[src/rtl/cc_pkg.sv]
// Shared types and constants for the serial sorting code calculator.
package cc_pkg;

    typedef enum logic [1:0] {
        IDLE = 2'd0,
        LOAD = 2'd1,
        CALC = 2'd2,
        OUT  = 2'd3
    } cc_state_e;

    typedef enum logic [1:0] {
        SUM   = 2'd0,
        RANGE = 2'd1,
        HALF  = 2'd2,
        MED   = 2'd3
    } cc_mode_e;

    localparam int OPT_SIGNED  = 0;
    localparam int OPT_DESC    = 1;
    localparam int OPT_MODE_LO = 2;
    localparam int OPT_MODE_HI = 3;

    // Wide enough that a full NUM-operand sum or a signed range cannot overflow.
    function automatic int cc_out_w(input int width, input int num);
        return width + $clog2(num) + 1;
    endfunction

endpackage

[src/rtl/cc_sort_insert.sv]
// NUM-entry insertion sorter: each strobe places one operand into its sorted slot
// in a single cycle by comparing it against every filled entry in parallel.
module cc_sort_insert #(
    parameter int WIDTH = 4,
    parameter int NUM   = 4
) (
    input  logic                 clk,
    input  logic                 rst_n,
    input  logic                 insert,
    input  logic [WIDTH-1:0]     operand,
    input  logic                 is_signed,
    input  logic                 descending,
    input  logic                 clear,
    output logic [NUM*WIDTH-1:0] sorted
);

    logic [WIDTH-1:0] data_q [NUM];
    logic [WIDTH-1:0] prev   [NUM];
    logic [NUM-1:0]   filled_q;
    logic [NUM-1:0]   go;
    logic [NUM-1:0]   shift_in;

    // Strict ordering: an operand equal to a stored entry lands after it, keeping ties stable.
    function automatic logic precedes(input logic [WIDTH-1:0] a, input logic [WIDTH-1:0] b,
                                      input logic sgn, input logic desc);
        logic lt;
        logic gt;
        lt = sgn ? ($signed(a) < $signed(b)) : (a < b);
        gt = sgn ? ($signed(a) > $signed(b)) : (a > b);
        return desc ? gt : lt;
    endfunction

    // go[] is monotonic over the filled prefix: the first set bit is the insertion slot.
    always_comb begin
        // NOTE: every combinational output gets a default first so no path can infer a latch.
        go       = '0;
        shift_in = '0;
        prev[0]  = operand;
        for (int i = 0; i < NUM; i++) begin
            go[i] = !filled_q[i] || precedes(operand, data_q[i], is_signed, descending);
        end
        for (int i = 1; i < NUM; i++) begin
            shift_in[i] = go[i-1];
            prev[i]     = data_q[i-1];
        end
    end

    always_ff @(posedge clk) begin
        // NOTE: the array is small and its contents are visible, so it is reset like any
        // other register; sequential state always uses non-blocking assignments.
        if (!rst_n || clear) begin
            for (int i = 0; i < NUM; i++) begin
                data_q[i] <= '0;
            end
            filled_q <= '0;
        end else if (insert) begin
            for (int i = 0; i < NUM; i++) begin
                if (go[i]) begin
                    data_q[i] <= shift_in[i] ? prev[i] : operand;
                end
            end
            filled_q <= {filled_q[NUM-2:0], 1'b1};
        end
    end

    always_comb begin
        sorted = '0;
        for (int i = 0; i < NUM; i++) begin
            sorted[i*WIDTH +: WIDTH] = data_q[i];
        end
    end

endmodule

[src/rtl/cc_seq.sv]
// Serial code calculator: loads NUM operands into an insertion sorter, then walks the
// sorted array for NUM cycles to reduce it to one result per transaction.
module cc_seq
    import cc_pkg::*;
#(
    parameter int WIDTH = 4,
    parameter int NUM   = 4,
    parameter int OUT_W = cc_out_w(WIDTH, NUM)
) (
    input  logic             clk,
    input  logic             rst_n,
    input  logic             in_valid,
    input  logic [WIDTH-1:0] in_n,
    input  logic [3:0]       opt,
    output logic             in_ready,
    output logic             out_valid,
    output logic [OUT_W-1:0] out_n
);

    localparam int CW = $clog2(NUM + 1);
    localparam int KW = $clog2(NUM);

    cc_state_e              state_q, state_d;
    logic [CW-1:0]          cnt_q;
    logic [KW-1:0]          k_q;
    logic [3:0]             opt_q;
    logic [OUT_W-1:0]       acc_q, acc_d, base;
    logic [NUM*WIDTH-1:0]   sorted_flat;
    logic [WIDTH-1:0]       elem;
    logic [OUT_W-1:0]       elem_ext;
    logic                   accept, last_op, last_k;
    logic                   eff_signed, eff_desc;
    cc_mode_e               mode;

    assign in_ready = (state_q == IDLE) || (state_q == LOAD);
    assign accept   = in_valid && in_ready;
    assign last_op  = (cnt_q == CW'(NUM - 1));
    assign last_k   = (k_q == KW'(NUM - 1));
    assign mode     = cc_mode_e'(opt_q[OPT_MODE_HI:OPT_MODE_LO]);

    // The first operand is sorted in the same cycle its options are latched.
    assign eff_signed = (state_q == IDLE) ? opt[OPT_SIGNED] : opt_q[OPT_SIGNED];
    assign eff_desc   = (state_q == IDLE) ? opt[OPT_DESC]   : opt_q[OPT_DESC];

    cc_sort_insert #(
        .WIDTH (WIDTH),
        .NUM   (NUM)
    ) u_sort (
        .clk        (clk),
        .rst_n      (rst_n),
        .insert     (accept),
        .operand    (in_n),
        .is_signed  (eff_signed),
        .descending (eff_desc),
        .clear      (state_q == OUT),
        .sorted     (sorted_flat)
    );

    assign elem     = sorted_flat[int'(k_q)*WIDTH +: WIDTH];
    assign elem_ext = {{(OUT_W-WIDTH){opt_q[OPT_SIGNED] & elem[WIDTH-1]}}, elem};

    always_comb begin
        state_d = state_q;
        case (state_q)
            IDLE:    if (accept) state_d = LOAD;
            LOAD:    if (accept && last_op) state_d = CALC;
            CALC:    if (last_k) state_d = OUT;
            OUT:     state_d = IDLE;
            default: state_d = IDLE;
        endcase
    end

    // Range subtracts the end that holds the minimum, so the result never goes negative.
    always_comb begin
        base  = (k_q == '0) ? '0 : acc_q;
        acc_d = acc_q;
        case (mode)
            SUM:   acc_d = base + elem_ext;
            HALF:  if (int'(k_q) < NUM/2) acc_d = base + elem_ext;
            RANGE: begin
                if (k_q == '0) begin
                    acc_d = opt_q[OPT_DESC] ? elem_ext : -elem_ext;
                end else if (last_k) begin
                    acc_d = acc_q + (opt_q[OPT_DESC] ? -elem_ext : elem_ext);
                end
            end
            MED:   if (int'(k_q) == NUM/2) acc_d = elem_ext;
            default: acc_d = acc_q;
        endcase
    end

    always_ff @(posedge clk) begin
        if (!rst_n) begin
            state_q <= IDLE;
        end else begin
            state_q <= state_d;
        end
    end

    always_ff @(posedge clk) begin
        if (!rst_n) begin
            cnt_q     <= '0;
            k_q       <= '0;
            opt_q     <= '0;
            acc_q     <= '0;
            out_valid <= 1'b0;
            out_n     <= '0;
        end else begin
            out_valid <= 1'b0;
            case (state_q)
                IDLE: if (accept) begin
                    opt_q <= opt;
                    cnt_q <= CW'(1);
                end
                LOAD: if (accept) cnt_q <= cnt_q + CW'(1);
                CALC: begin
                    acc_q <= acc_d;
                    k_q   <= last_k ? '0 : k_q + KW'(1);
                end
                OUT: begin
                    out_valid <= 1'b1;
                    out_n     <= acc_q;
                    cnt_q     <= '0;
                end
                default: ;
            endcase
        end
    end

endmodule

[config.mk]
export PLATFORM = sky130hd
export DESIGN_NAME = cc_seq
export DESIGN_NICKNAME = d
export VERILOG_FILES = /design/src/rtl/cc_pkg.sv /design/src/rtl/cc_sort_insert.sv /design/src/rtl/cc_seq.sv
export SDC_FILE = /design/constraint.sdc
export NUM_CORES = 1
export LEC_CHECK = 0
export ABC_AREA = 1
export ABC_CLOCK_PERIOD_IN_PS = 2170
export BUFFER_PORTS_ARGS = -buffer_cell sky130_fd_sc_hd__buf_2
export CAP_MARGIN = 20
export CORE_AREA = 2 2 90 136
export CTS_CLUSTER_DIAMETER = 100
export CTS_CLUSTER_SIZE = 30
export DETAILED_ROUTE_END_ITERATION = 6
export DIE_AREA = 0 0 92 138
export GPL_TIMING_DRIVEN = 0
export SLEW_MARGIN = 20
export SYNTH_ARGS = -nofsm -noshare
export SYNTH_HDL_FRONTEND = slang
export SYNTH_SLANG_ARGS = --single-unit
[constraint.sdc]
create_clock -name clk -period 2.17 [get_ports clk]
set_input_delay 0.434 -clock clk [delete_from_list [all_inputs] [get_ports clk]]
set_output_delay 0.434 -clock clk [all_outputs]
set_load 0.02 [all_outputs]
==> results_dict.tcl <==
set metrics [dict create \
    synthTopCellsByArea "dfxtp_1, edfxtp_1, ha_1, nand2_1, inv_1" \
    grt_pass1_vias 3543 \
    worstSetupPathType "reg2reg" \
    synth_cell_type_count 44 \
    syn_nets 559 \
    p_per_area_mw_per_mm2 1453 \
    worst_setup_path_end_kind "flop" \
    ys_ff_latch 46 \
    ys.flop_type "dfxtp_1" \
    cpPeakStageDelay_ps 390 \
    timing.final.crit_share 1.102 \
    finalWorstSetupSlack_ps -220.9 \
    met3_usage 0.02289 \
    fmax_ghz 0.4182 \
    start_util 0.3202 \
    io_pins 20 \
    drive_gt1_frac 0.2926 \
    holdCritPathClass "in2reg" \
    antenna_found_initial 0 \
    slew_violations 0 \
    violations "negative setup slack" \
    grt_pass1_wl_um 16750 \
    pre_cts_slack_ps -358.8 \
    fp-row-count 49 \
    synth_largest_area_cell "dfxtp_1" \
    cts_max_level 2 \
    synth.most_common_cell "nand2_1" \
    ys_seq_area_frac 0.2898 \
    crit_fanout 5 \
    drtIter0Drc 93 \
    cp_common_cell "nand2_1" \
    irDropWorstVdd_mv 0.5830 \
    grtUsageMet1 0.1612 \
    wl_per_cell_um 14.35 \
    arrival_ps 2570 \
    setup_viol 6 \
    fin_skew_ps 10.89 \
    design_area_mm2 0.004653 \
    leakage_nw 2.136 \
    coreArea_mm2 0.01165 \
    crit_slowest_cell "dfxtp_4" \
    cts_root_buf "clkbuf_16" \
    cts.hold.buffers_added 0 \
    drc 0 \
    die_area_mm2 0.01270 \
    syn_avg_cell_area_um2 7.342 \
    ys_top_cells_by_count "nand2_1, inv_1, a21oi_1, o21ai_0, ha_1" \
    ys_async_sr_fraction 0 \
    crit_chain "buf_6 -> nand2_4 -> nand3_4 -> nand2_4 -> buf_12 -> inv_4 -> ha_2 -> inv_1 -> fa_2 -> inv_2 -> nand3_2 -> nand3_2 -> nand2_1 -> nand2_1 -> inv_1 -> nand3_1 -> nand3_1 -> nand2_1 -> a21oi_2" \
    globalplace.congestion 0.9361 \
    placed_cell_area_mm2 0.004070 \
    max_cap_viol_count 0 \
    grt_use_met2 0.3123 \
    start_kind "flop" \
    period_needed_ps 2391 \
    cts-buffers-inserted 5 \
    place_inst 680 \
    synth_top_area_share 0.1610 \
    clockBufferDepth 2 \
    syn_area_mm2 0.003730 \
    outcome "finished, violations left" \
    fillCellCount 1204 \
    track_usage 0.1637 \
    synth_edf_count 16 \
    grt_overflow_total 0 \
    wirelength_um 10190 \
    fin_util 0.3995 \
    cts_tree "built" \
    hpwlAfterDp_um 8059 \
    die_y_um 138 \
    port-buffer-count 19 \
    rsz0062_at_grt "yes" \
    nets 607 \
    slew_headroom 0.6052 \
    die_x_um 92 \
    syn_inst 508 \
    ys_warn_count 0 \
    dr.pass1.iters 4 \
    layout.cells.non_filler 710 \
    clk_pin_slew_worst_paths_ps 60 \
    area_growth_pct 24.76 \
    required_ps 2350 \
    routed_via_density 5.054 \
    cts_sinks 46 \
    diodes 0 \
    grt_max_degree 16 \
    drtAntennaViolNets 0 \
    num_vias 3588 \
    clock_latency_ps 290 \
    worst_slew_pin_slew_ps 591.6 \
    hold_viol 0 \
    gr-max-usage-layer "met2" \
]
power by group:
part | internal [mW] | leakage [nW] | switching (mW) | total (mW)
combinational | 1.78 | 1.64 | 2.60 | 4.38
sequential | 1.21 | 0.421 | 0.297 | 1.51
clock | 0.544 | 0.0771 | 0.328 | 0.872
total | 3.53 | 2.14 | 3.23 | 6.76
cells by family (layout without fill, tap and decap cells):
logic type / count (synthesis) / count (layout) / share of synthesized area
fa+ha+maj: 40 / 40 / 0.1382
compound gates: 122 / 122 / 0.1989
simple gates: 202 / 202 / 0.2633
flops: 46 / 46 / 0.2898
buf+inv: 93 / 142 / 0.09795
xor+xnor: 5 / 5 / 0.01174
cell type report:
| cell class | instances | area (um^2) | area share |
|---|---|---|---|
| multi-input combinational | 369 | 2544 | 0.5467 |
| sequential | 46 | 1091 | 0.2345 |
| inverter | 86 | 332.8 | 0.07152 |
| timing repair buffer | 42 | 287.8 | 0.06184 |
| tap | 153 | 191.4 | 0.04114 |
| clock buffer | 6 | 128.9 | 0.02770 |
| buffer | 6 | 40.04 | 0.008604 |
| clock inverter | 2 | 37.54 | 0.008067 |
flip-flops by register name, summed over array words and instances (netlist names):
name	cells
u_sort.data_q	16
acc_q	7
out_n	7
opt_q	4
u_sort.filled_q	4
cnt_q	3
k_q	2
state_q	2
out_valid	1
cell usage in the layout, fill, tap and decap left out, types with 3 or more instances in the layout:
cell | Yosys | layout
a21oi_1 | 43 | 38
a21oi_2 | 8 | 13
buf_2 | 1 | 20
buf_4 | 2 | 22
buf_6 | 1 | 3
clkbuf_16 | 0 | 5
dfxtp_1 | 30 | 26
edfxtp_1 | 16 | 16
ha_1 | 38 | 33
ha_4 | 0 | 4
inv_1 | 80 | 72
inv_2 | 6 | 11
nand2_1 | 109 | 93
nand2_2 | 15 | 25
nand2_4 | 2 | 8
nand3_1 | 20 | 12
nand3_2 | 11 | 15
nand3_4 | 2 | 6
nand4_1 | 16 | 16
nor2_1 | 22 | 22
o21ai_0 | 41 | 34
o21ai_1 | 4 | 6
o21ai_2 | 3 | 8
o21bai_1 | 4 | 4
xor2_1 | 3 | 3
critical path: cells and delay by family (launching register included):
family	cells	cell delay, ps
compound gates	1	50
fa+ha+maj	2	600
simple gates	10	710
buf+inv	6	530
flops	1	390
per-layer routing:
| layer | wire [um] | vias up | share of wire |
|---|---|---|---|
| met3 | 224 | 32 | 0.022 |
| met4 | 497 | 0 | 0.049 |
| li1 | - | 1802 | - |
| met5 | 0 | - | 0 |
| met2 | 5633 | 67 | 0.55 |
| met1 | 3835 | 1687 | 0.38 |
worst paths after layout:
kind	slack, ps	from	end	cells past startpoint
worst max-delay path	-220	k_q[0]	acc_q[6]	19
worst min-delay path	420	opt[0]	opt_q[0]	3
worst max register to register	-220	k_q[0]	acc_q[6]	19
worst min register to register	460	out_n[6]	out_n[6]	2
through the flow:
stage | power (mW) | hold WS, ps | setup TNS (ps)
floorplan | 4.186 | 429.9 | -61.50
global route | 7.353 | 436.1 | -1763
detailed placement | 5.026 | 441.9 | -2047
CTS | 6.312 | 415.5 | -708.2
finish | 6.760 | 422.6 | -818.2
global placement | 4.928 | 441.7 | -1562
timing repair:
item                                   CTS  global route
setup endpoints to repair                6            34
endpoints found under the hold margin    0             0
setup buffers                           13             9
pin swaps                               16            22
cloned                                   1             0
resized for setup                       26            43
(Power assumes the default switching activity.)
